==> config.mk <==
export PLATFORM = sky130hd
export DESIGN_NAME = saida_bcd7seg
export DESIGN_NICKNAME = d
export VERILOG_FILES = /design/src/rtl/saida_bcd7seg.sv
export SDC_FILE = /design/constraint.sdc
export NUM_CORES = 1
export LEC_CHECK = 0
export BUFFER_PORTS_ARGS = -buffer_cell sky130_fd_sc_hd__buf_4
export CAP_MARGIN = 20
export CORE_ASPECT_RATIO = 0.6
export CORE_MARGIN = 2
export CORE_UTILIZATION = 28
export CTS_CLUSTER_DIAMETER = 60
export DETAILED_ROUTE_END_ITERATION = 8
export MAX_ROUTING_LAYER = met4
export SYNTH_ARGS = -nofsm -noshare
export SYNTH_HDL_FRONTEND = slang
export SYNTH_SLANG_ARGS = --single-unit
==> constraint.sdc <==
create_clock -name clk -period 5.55 [get_ports clk]
set_input_delay 0.8325 -clock clk [delete_from_list [all_inputs] [get_ports clk]]
set_output_delay 0.8325 -clock clk [all_outputs]
set_load 0.005 [all_outputs]
==> src/rtl/saida_bcd7seg.sv <==
// Display stage: 32-bit value to five active-low 7-segment digits via double-dabble.
// Define SAIDA_SINAL_EN for two's-complement input with a minus sign on saida5.
module saida_bcd7seg #(
    parameter int N_DISP = 5,
    parameter int N_ITER = 17
) (
    input  logic       clk,
    input  logic       rst,
    input  logic [31:0] entrada,
    input  logic       controleOUT,
    output logic       ocupado,
    output logic [6:0] saida1,
    output logic [6:0] saida2,
    output logic [6:0] saida3,
    output logic [6:0] saida4,
    output logic [6:0] saida5
);

    localparam int BCD_W = 4 * N_DISP;
    localparam int CNT_W = $clog2(N_ITER);
    localparam logic [CNT_W-1:0] ULTIMO = CNT_W'(N_ITER - 1);

    localparam logic [6:0] SEG_BL = 7'b1111111;
    localparam logic [6:0] SEG_MENOS = 7'b0111111;
    localparam logic [6:0] SEG_E = 7'b0000110;
    localparam logic [6:0] SEG_ZERO = 7'b1000000;

    typedef enum logic [1:0] {OCIOSO, CONVERTE, ATUALIZA} estado_t;

    estado_t estado, proxEstado;

    logic [N_ITER-1:0] bin;
    logic [BCD_W-1:0] bcd, bcdAj;
    logic [CNT_W-1:0] cont;
    logic ovf;
    logic pend;
    logic [31:0] pendVal;

    logic carrega;
    logic [31:0] valCarga;
    logic [31:0] mag;
    logic ovfCarga;

    logic [6:0] disp1, disp2, disp3, disp4, disp5;
    logic [3:0] d0, d1, d2, d3, d4;

`ifdef SAIDA_SINAL_EN
    logic neg;
    logic negCarga;
`endif

    function automatic logic [6:0] seg7(input logic [3:0] d);
        case (d)
            4'd0: seg7 = 7'b1000000;
            4'd1: seg7 = 7'b1111001;
            4'd2: seg7 = 7'b0100100;
            4'd3: seg7 = 7'b0110000;
            4'd4: seg7 = 7'b0011001;
            4'd5: seg7 = 7'b0010010;
            4'd6: seg7 = 7'b0000010;
            4'd7: seg7 = 7'b1111000;
            4'd8: seg7 = 7'b0000000;
            4'd9: seg7 = 7'b0010000;
            default: seg7 = SEG_BL;
        endcase
    endfunction

    assign ocupado = (estado != OCIOSO);

    always_ff @(posedge clk) begin
        if (rst) estado <= OCIOSO;
        else estado <= proxEstado;
    end

    // A strobe in the ATUALIZA cycle takes priority over the stored pending value.
    always_comb begin
        proxEstado = estado;
        carrega = 1'b0;
        valCarga = entrada;
        unique case (estado)
            OCIOSO: begin
                if (controleOUT) begin
                    carrega = 1'b1;
                    proxEstado = CONVERTE;
                end
            end
            CONVERTE: begin
                if (cont == ULTIMO) proxEstado = ATUALIZA;
            end
            ATUALIZA: begin
                if (controleOUT || pend) begin
                    carrega = 1'b1;
                    valCarga = controleOUT ? entrada : pendVal;
                    proxEstado = CONVERTE;
                end else begin
                    proxEstado = OCIOSO;
                end
            end
            default: proxEstado = OCIOSO;
        endcase
    end

    always_comb begin
`ifdef SAIDA_SINAL_EN
        negCarga = valCarga[31];
        mag = negCarga ? (~valCarga + 32'd1) : valCarga;
        ovfCarga = mag > 32'd9999;
`else
        mag = valCarga;
        ovfCarga = mag > 32'd99999;
`endif
    end

    always_comb begin
        for (int i = 0; i < N_DISP; i++) begin
            bcdAj[4*i +: 4] = (bcd[4*i +: 4] >= 4'd5) ?
                bcd[4*i +: 4] + 4'd3 : bcd[4*i +: 4];
        end
    end

    always_ff @(posedge clk) begin
        if (rst) begin
            bin <= '0;
            bcd <= '0;
            cont <= '0;
            ovf <= 1'b0;
`ifdef SAIDA_SINAL_EN
            neg <= 1'b0;
`endif
        end else if (carrega) begin
            bin <= mag[N_ITER-1:0];
            bcd <= '0;
            cont <= '0;
            ovf <= ovfCarga;
`ifdef SAIDA_SINAL_EN
            neg <= negCarga;
`endif
        end else if (estado == CONVERTE) begin
            {bcd, bin} <= {bcdAj, bin} << 1;
            cont <= cont + 1'b1;
        end
    end

    always_ff @(posedge clk) begin
        if (rst) begin
            pend <= 1'b0;
            pendVal <= '0;
        end else if (estado == ATUALIZA) begin
            pend <= 1'b0;
        end else if (estado != OCIOSO && controleOUT) begin
            pend <= 1'b1;
            pendVal <= entrada;
        end
    end

    assign d0 = bcd[3:0];
    assign d1 = bcd[7:4];
    assign d2 = bcd[11:8];
    assign d3 = bcd[15:12];
    assign d4 = bcd[19:16];

    always_comb begin
        disp1 = seg7(d0);
`ifdef SAIDA_SINAL_EN
        disp5 = neg ? SEG_MENOS : SEG_BL;
        disp4 = (d3 != 0) ? seg7(d3) : SEG_BL;
        disp3 = ((d3 | d2) != 0) ? seg7(d2) : SEG_BL;
        disp2 = ((d3 | d2 | d1) != 0) ? seg7(d1) : SEG_BL;
`else
        disp5 = (d4 != 0) ? seg7(d4) : SEG_BL;
        disp4 = ((d4 | d3) != 0) ? seg7(d3) : SEG_BL;
        disp3 = ((d4 | d3 | d2) != 0) ? seg7(d2) : SEG_BL;
        disp2 = ((d4 | d3 | d2 | d1) != 0) ? seg7(d1) : SEG_BL;
`endif
        if (ovf) begin
            disp1 = SEG_E;
            disp2 = SEG_BL;
            disp3 = SEG_BL;
            disp4 = SEG_BL;
            disp5 = SEG_BL;
        end
    end

    always_ff @(posedge clk) begin
        if (rst) begin
            saida1 <= SEG_ZERO;
            saida2 <= SEG_BL;
            saida3 <= SEG_BL;
            saida4 <= SEG_BL;
            saida5 <= SEG_BL;
        end else if (estado == ATUALIZA) begin
            saida1 <= disp1;
            saida2 <= disp2;
            saida3 <= disp3;
            saida4 <= disp4;
            saida5 <= disp5;
        end
    end

endmodule

-- Yosys cells after proc, flatten, opt, wreduce, memory -nomap -nowiden
Memory sizes are Yosys's and may differ from the RTL's. A register that Yosys moved wholly into a read port is not among the register bits.
Index checks and enable logic that the tools add are counted.
- register bits: 113
- memory bits (read-only): 560
- input port bits: 35
- output and inout bits: 36
- logic and storage cells: 87
- memories kept: 5
- memory list (name ; depth ; width ; rd ports ; clocked after Yosys merged registers in ; wr ports ; RTL line ; source):
    (name not given) ; 16 ; 7 ; 1 ; 1 ; 0 ; 53 ; case (d)
    (name not given) ; 16 ; 7 ; 1 ; 1 ; 0 ; 53 ;
    (name not given) ; 16 ; 7 ; 1 ; 1 ; 0 ; 53 ;
    (name not given) ; 16 ; 7 ; 1 ; 1 ; 0 ; 53 ;
    (name not given) ; 16 ; 7 ; 1 ; 1 ; 0 ; 53 ;
- $add $sub $neg: 6
- magnitude comparators: 6
- equality and inequality tests: 5
- muxes and demuxes: 36
- bitwise operators: 4
- reduce and logical (&&, ||, !) cells: 13
- operators with widths (operator ; number):
    $mux W32 ; 3
    $reduce_bool A32 Y1 ; 3
    $mux W7 ; 9
    $mux W4 ; 14
    $mux W17 ; 2
    $gt A32 B17 Y1 const B ; 1
    $ge A4 B3 Y1 const B ; 5
    $add A4 B2 Y4 const B ; 4
    $or A4 B4 Y4 ; 3
    $pmux W2 S3 ; 1
    $add A5 B1 Y5 const B ; 1
    $eq A5 B5 Y1 const B ; 1
    $mux W2 ; 2
    $ne A2 B2 Y1 const B ; 2
    $reduce_and A2 Y1 ; 2
    $reduce_bool A2 Y1 ; 2
    $reduce_bool A4 Y1 ; 1
    $reduce_or A2 Y1 ; 2
    $add A3 B2 Y3 const B ; 1
    $mux W1 ; 3
    $mux W3 ; 1
    $eq A2 B1 Y1 const B ; 1
    $eq A2 B2 Y1 const B ; 1
    $logic_not A2 Y1 ; 1
    4 further kinds ; 4

-- Logic depth before layout (Yosys ltp)
Gate-level depths: netlist (run 1).
- depth in word-level cells: 6
- mapped depth: 12
- depth with buffers taken out: 11

-- Worst setup path after synthesis (run 1)
No wires, ideal clock.
- path kind: input -> register
- from: input port rst
- to: register (tool-made name)
- setup time: 122 ps
- arrival time: 2579 ps
- data required time: 5428 ps
- setup slack: 2849 ps
- stages: 8
- buffers on the path: 3
- cells stage by stage: clkbuf_1 inv_2 o21ai_1 buf_2 buf_1 a21oi_1 ha_1 o311a_1
- RTL lines (what ; RTL line ; source):
    start, declared ; 8 ; input logic rst,

==> results of run 1 <==
==> power groups by stage <==
stage	Combinational (mW)	Clock [mW]	Sequential, mW
after CTS	0.210	1.18	1.11
final	0.212	1.15	1.11
after floorplan	0.148	0	1.13
after global routing	0.239	1.23	1.12
after global placement	0.206	0	1.14
after detailed placement	0.209	0	1.14
==> placed cells by master, fill, tap and decap left out, drive strengths merged, types with 3 or more instances in the layout <==
cell and instances:
clkinv 4, o21a 5, inv 35, a21o 10
nand2 125, a221oi 18, buf 79, nand4 14
ha 37, nor4 15, xnor2 6, o22a 7
o211ai 8, o221ai 3, o311a 3, nor3 15
a21oi 65, nor2 85, xor2 3, o21ai 26
dfxtp 148, a311oi 5, nand3b 5, nand4bb 4
mux2i 20, nand2b 11, a31oi 12, a2111oi 3
nand3 13, and2 14, o22ai 21, or2 3
clkbuf 19, a211oi 12, a311o 4
==> worst reg2reg max path: cells and delay by family (launching register included) <==
kind	cells	cell delay [ns]
AO/OA/AOI/OAI	3	1.35
buffers and inverters	2	0.58
flip-flops	1	0.54
AND/OR/NAND/NOR	2	0.21
adder cells (fa/ha/maj)	1	0.18
==> area by class of cell <==
cell class | instances | share of cell area, %
clock buffer | 19 | 5.143
clock inverter | 13 | 1.769
multi-input combinational | 599 | 44.40
sequential | 148 | 35.20
timing repair buffer | 79 | 7.372
tap | 322 | 4.786
inverter | 30 | 1.338
==> metal layers <==
layer / GRT usage, % / up-vias
met5: - / -
met4: 3.343 / 0
met3: 3.318 / 7
met2: 18.93 / 131
met1: 20.88 / 2845
li1: - / 3064
==> path summary, 6_finish.rpt <==
path,startpoint,to,slack (ns),cells past startpoint
worst max-delay path,rst,flip-flop,2.24,10
worst min-delay path,flip-flop,saida5[3],0.44,2
worst max register to register,estado[1],flip-flop,2.59,8
worst min register to register,flip-flop,saida5[3],0.44,2
==> kinds of logic (layout without fill, tap and decap cells) <==
group	after synthesis	in the layout	share of synthesized area (%)
XOR/XNOR	9	9	1.123
buffers and inverters	84	141	4.922
AND/OR/NAND/NOR	318	318	21.10
AO/OA/AOI/OAI	215	215	21.18
adder cells (fa/ha/maj)	37	37	6.598
flip-flops	148	148	42.23
multiplexers	20	20	2.853
==> through the flow <==
step / setup slack [ns] / cells / cell area [um^2] / util (%) / power (mW)
2_1_floorplan: 2.849 / 831 / 7017 / - / 1.279
4_1_cts: 2.308 / 1208 / 8396 / 34.42 / 2.504
3_5_place_dp: 1.853 / 1176 / 7814 / 32.04 / 1.347
3_3_place_gp: 1.935 / 1175 / 7786 / 31.93 / 1.344
6_report: 2.243 / 1210 / 8418 / 34.52 / 2.478
5_1_grt: 2.026 / 1210 / 8418 / 34.52 / 2.583
==> flow_metrics.tcl, run 1 <==
set metrics [dict create \
    status "completed" \
    clockBufferDepth 2 \
    place_congestion 0.8444 \
    start_util_pct 28.77 \
    synth.most_common_cell "dfxtp_1" \
    avgSynthCellArea_um2 8.444 \
    met2WireLength_um 7033 \
    io_pins 71 \
    synthCells 831 \
    drt-pass1-iter-count 5 \
    path_clk_slew_ns 0.07 \
    cts-root-buf "clkbuf_16" \
    postRouteAntennaNets 0 \
    worstSetupStartpointType "primary input" \
    powerDensity_nw_per_um2 294.4 \
    num_rows 44 \
    seq_power_share_pct 45.0 \
    multi_input_area_um2 3737 \
    yosysWarnings 0 \
    slew_viol_final 0 \
    antenna_found_initial 0 \
    ys_top_cells_by_area "dfxtp_1 (42%), nand2_1 (6.7%), ha_1 (6.6%), a21oi_1 (4.6%), nor2_1 (4.5%)" \
    rsz0062_at_grt "no" \
    syn-num-nets 903 \
    areaGrowthSynthToFinish_pct 19.97 \
    htreeDepth 4 \
    p_comb_share_pct 8.5 \
    drc 0 \
    wl_met1_um 9730 \
    p_int_mw 1.845 \
    track_usage_pct 14.09 \
    cts_tree "yes" \
    portBuffers 70 \
    worstPathRequired_ns 5.83 \
    path_buf_inv 5 \
    cp_max_fo 60 \
    path_cells "buf_4, inv_2, o21ai_4, buf_4, nor3_1, inv_1, ha_1, inv_1, a32oi_1, nor2_1" \
    cp-end-kind "flip-flop" \
    relSlewSlack_pct 34.17 \
    highest_layer "met4" \
    synth_ff_type "dfxtp_1" \
    dp_hpwl_um 12080 \
    fillCellCount 2507 \
    grt_pass1_vias 5621 \
    post-cts-setup-buffers 0 \
    post_cts_resized 0 \
    route.met3.wl_um 795 \
    clk_latency_ns 0.42 \
    yosys.cell_types.count 67 \
    p_switching_mw 0.6333 \
    die_w_um 208.4 \
    dieArea_um2 26380 \
    numCtsBuffers 17 \
    grt_max_degree 61 \
    setup-violations-final 0 \
    synth-edff-count 0 \
    drt-total-wl_um 17660 \
    clkPwrFrac_pct 46.5 \
    yosysTopAreaCell "dfxtp_1" \
    path_delay_family "buffers and inverters" \
    hold_class "flip-flop to flip-flop" \
    drt-initial-drc-count 330 \
    async_flop_share_pct 0 \
    synth_top_cell_area_share_pct 42.23 \
    p_sw_share_pct 25.56 \
    gr-total-overflow 0 \
    finalCritPeriodShare_pct 59.59 \
    critPathMaxStageDelay_ns 0.52 \
    holdWs_ns 0.4397 \
    antenna_cells 0 \
    vias_per_cell 4.998 \
    num_vias 6047 \
    grt_pass1_wl_um 29100 \
    crit_slowest_cell "inv_2" \
    die_y_um 126.6 \
    crit_arrival_ns 3.58 \
    core_area_um2 24390 \
    synth_seq_cells 148 \
    syn_area_um2 7017 \
    p_leak_nw 3.098 \
    finalClockSkew_ns 0.01008 \
    fin_crit_ns 3.307 \
    cap_violations 0 \
    wl_per_cell_um 14.59 \
    ys_seq_area_share_pct 42.23 \
    cts-hold-fix-buffers 0 \
    cts.sinks 148 \
    nNetsFinal 947 \
    setup_tns_ns 0 \
    peakVddDrop_mv 0.2046 \
    drive_gt1_share_pct 14.08 \
    regArea_um2 2963 \
    tightestPinTransition_ns 0.9837 \
    synth_commonest_cells "dfxtp_1 (148), nand2_1 (125), nor2_1 (85), a21oi_1 (65), ha_1 (37)" \
    fmax_mhz 302.4 \
    worstSetupPathType "primary input to flip-flop" \
    hold_violations 0 \
]
Power figures use the tool's default switching activity.
==> run 2, diff against run 1 <==
--- a/config.mk
+++ b/config.mk
@@ -5,6 +5,7 @@
 export SDC_FILE = /design/constraint.sdc
 export NUM_CORES = 1
 export LEC_CHECK = 0
+export ABC_AREA = 1
 export BUFFER_PORTS_ARGS = -buffer_cell sky130_fd_sc_hd__buf_4
 export CAP_MARGIN = 20
 export CORE_ASPECT_RATIO = 0.6
==> constraint.sdc (replaced) <==
create_clock -name clk -period 3.4 [get_ports clk]
set_input_delay 0.51 -clock clk [delete_from_list [all_inputs] [get_ports clk]]
set_output_delay 0.51 -clock clk [all_outputs]
set_load 0.005 [all_outputs]
==> flow_metrics.tcl, run 2 <==
set metrics [dict create \
    status "completed" \
    post-route-worst-setup-slack_ns 0.8872 \
    setup_tns_ns 0 \
    layout_commonest_cell "nand2_1" \
    holdWs_ns 0.3725 \
    powerDensity_nw_per_um2 491.9 \
    gr-total-overflow 0 \
    track_usage_pct 13.70 \
    pre_cts_slack_ns 0.9119 \
    numCtsBuffers 17 \
    drt-total-wl_um 17010 \
    cts.sinks 148 \
    syn_area_um2 7032 \
    rsz0062_at_grt "no" \
    peakVddDrop_mv 0.2388 \
    drt-initial-drc-count 440 \
    reg2reg_from "estado[0]" \
    die_y_um 126.8 \
    cap_violations 0 \
    dieArea_um2 26440 \
    antenna_found_initial 0 \
    clk_latency_ns 0.42 \
    p_leak_nw 3.986 \
    stdcell_area_um2 8431 \
    place_congestion 0.8210 \
    crit_start "estado[0]" \
    slew_viol_final 0 \
    grt_pass1_vias 5518 \
    die_w_um 208.6 \
    portBuffers 70 \
    fin_util_pct 34.49 \
    final_cell_mix "nand2_1 (284), dfxtp_1 (148), inv_1 (112)" \
    areaGrowthSynthToFinish_pct 19.89 \
    cp-end-kind "flip-flop" \
    crit_slowest_cell "dfxtp_1" \
    cp_max_fo 23 \
    yosysWarnings 0 \
    grt_pass1_wl_um 28430 \
    postPlaceCellArea_um2 7853 \
    syn-num-nets 1036 \
    async_flop_share_pct 0 \
    worstSetupStartpointType "flip-flop" \
    crit_top_cell "nand2_1" \
    postRouteAntennaNets 0 \
    cts_tree "yes" \
    drt-pass1-iter-count 4 \
    synth_seq_cells 148 \
    finalCritPeriodShare_pct 73.91 \
    wl_per_cell_um 12.49 \
    synth.most_common_cell "nand2_1" \
    avgSynthCellArea_um2 7.294 \
    post-cts-setup-buffers 0 \
    worstPathRequired_ns 3.70 \
    drive_gt1_share_pct 16.15 \
    clockBufferDepth 2 \
    start_util_pct 28.77 \
    synth-edff-count 0 \
    io_pins 71 \
    relSlewSlack_pct 29.15 \
    antenna_cells 0 \
    tightestPinTransition_ns 1.054 \
    fin_crit_ns 2.513 \
    drc 0 \
    path_cells "inv_2, nor2_4, inv_2, nand2_1, nand2_1, a21oi_2, inv_1, ha_1, nand2_1, o21ai_0, nand2_1, nand2_1" \
    synth_commonest_cells "nand2_1 (284), dfxtp_1 (148), inv_1 (113), nand3_1 (71), o21ai_0 (60)" \
    dp_hpwl_um 11740 \
    vias_per_cell 4.433 \
    fmax_mhz 398.0 \
    crit_arrival_ns 2.82 \
    hold_class "primary input to flip-flop" \
    path_clk_slew_ns 0.06 \
    setup-violations-final 0 \
    num_rows 44 \
    cts-hold-fix-buffers 0 \
    yosysTopAreaCell "dfxtp_1" \
    critPathMaxStageDelay_ns 0.43 \
    post_cts_resized 0 \
    ys_top_cells_by_area "dfxtp_1 (42%), nand2_1 (15%), ha_1 (6.6%), inv_1 (6.0%), nand3_1 (5.1%)" \
    finalClockSkew_ns 0.008085 \
    htreeDepth 4 \
    yosys.cell_types.count 43 \
    synth_top_cell_area_share_pct 42.14 \
    synth_ff_type "dfxtp_1" \
    cts-root-buf "clkbuf_16" \
    synthCells 964 \
    worstSetupPathType "flip-flop to flip-flop" \
    grt_max_degree 61 \
    core_area_um2 24440 \
    ys_seq_area_share_pct 42.14 \
    nNetsFinal 1099 \
    hold_violations 0 \
    num_vias 6038 \
    hold_path_startpoint "entrada[15]" \
]
==> run 2: cell count changes in the layout (fill, tap and decap cells not counted), moves of 12 or more <==
cell      previous run  this run
o22ai_1             21         9
a221oi_1            17         0
nand3_1             13        71
and2_1              14         0
inv_1               29       112
o21ai_0             18        60
mux2i_1             20         0
nand2_1            125       284
a21oi_1             65        52
nor2_1              85        43
inv_2                1        16
==> run 2: cell type report <==
cell class              count  area [um^2]
clock inverters            12        121.4
inverters                 129        486.7
flip-flops and latches    148         2963
well taps                 322        402.9
fillers                  2584        16010
clock buffers              20        456.7
multi-input cells         650         3392
repair buffers             81        608.1
==> run 2: kinds of logic (layout without fill, tap and decap cells) <==
group | count (synthesis) | in the layout | synth area share [%]
AOI/OAI and AO/OA | 162 | 162 | 13.63
and+or+nand+nor | 444 | 444 | 27.15
buffers and inverters | 166 | 242 | 9.626
adders and majority gates | 37 | 37 | 6.584
DFF | 148 | 148 | 42.14
xor gates and xnor gates | 7 | 7 | 0.8719
==> run 2: final timing paths <==
kind | endpoint | slack [ns] | cells after the start
worst min register to register | pendVal[9] | 0.45 | 2
worst max register to register | flip-flop | 0.89 | 12
worst max-delay path | flip-flop | 0.89 | 12
worst min-delay path | pendVal[15] | 0.37 | 3
==> run 2: power breakdown <==
| group | total (mW) | internal, mW | switching [mW] |
|---|---|---|---|
| Combinational | 0.435 | 0.156 | 0.279 |
| Clock | 1.86 | 1.06 | 0.800 |
| Sequential | 1.85 | 1.81 | 0.0390 |
==> run 2: metrics by stage <==
stage          power [mW]  std cells
2_1_floorplan       2.198        964
3_3_place_gp        2.323       1330
3_5_place_dp        2.326       1330
4_1_cts             4.192       1362
5_1_grt             4.344       1362
6_report            4.147       1362
==> run 2: per-layer routing <==
layer / global-route usage [%] / vias to the layer above / part of all wire, %
met1: 19.95 / 2694 / 57
met5: - / - / 0
met2: 18.79 / 110 / 39
li1: - / 3225 / -
met3: 3.219 / 9 / 3.7
met4: 3.319 / 0 / 0.60
==> run 2: critical path, delay by kind of cell, from the launching register on <==
kind	cells	cell delay, ns
AOI/OAI and AO/OA	2	0.35
adders and majority gates	1	0.22
DFF	1	0.43
and+or+nand+nor	6	0.83
buffers and inverters	3	0.56
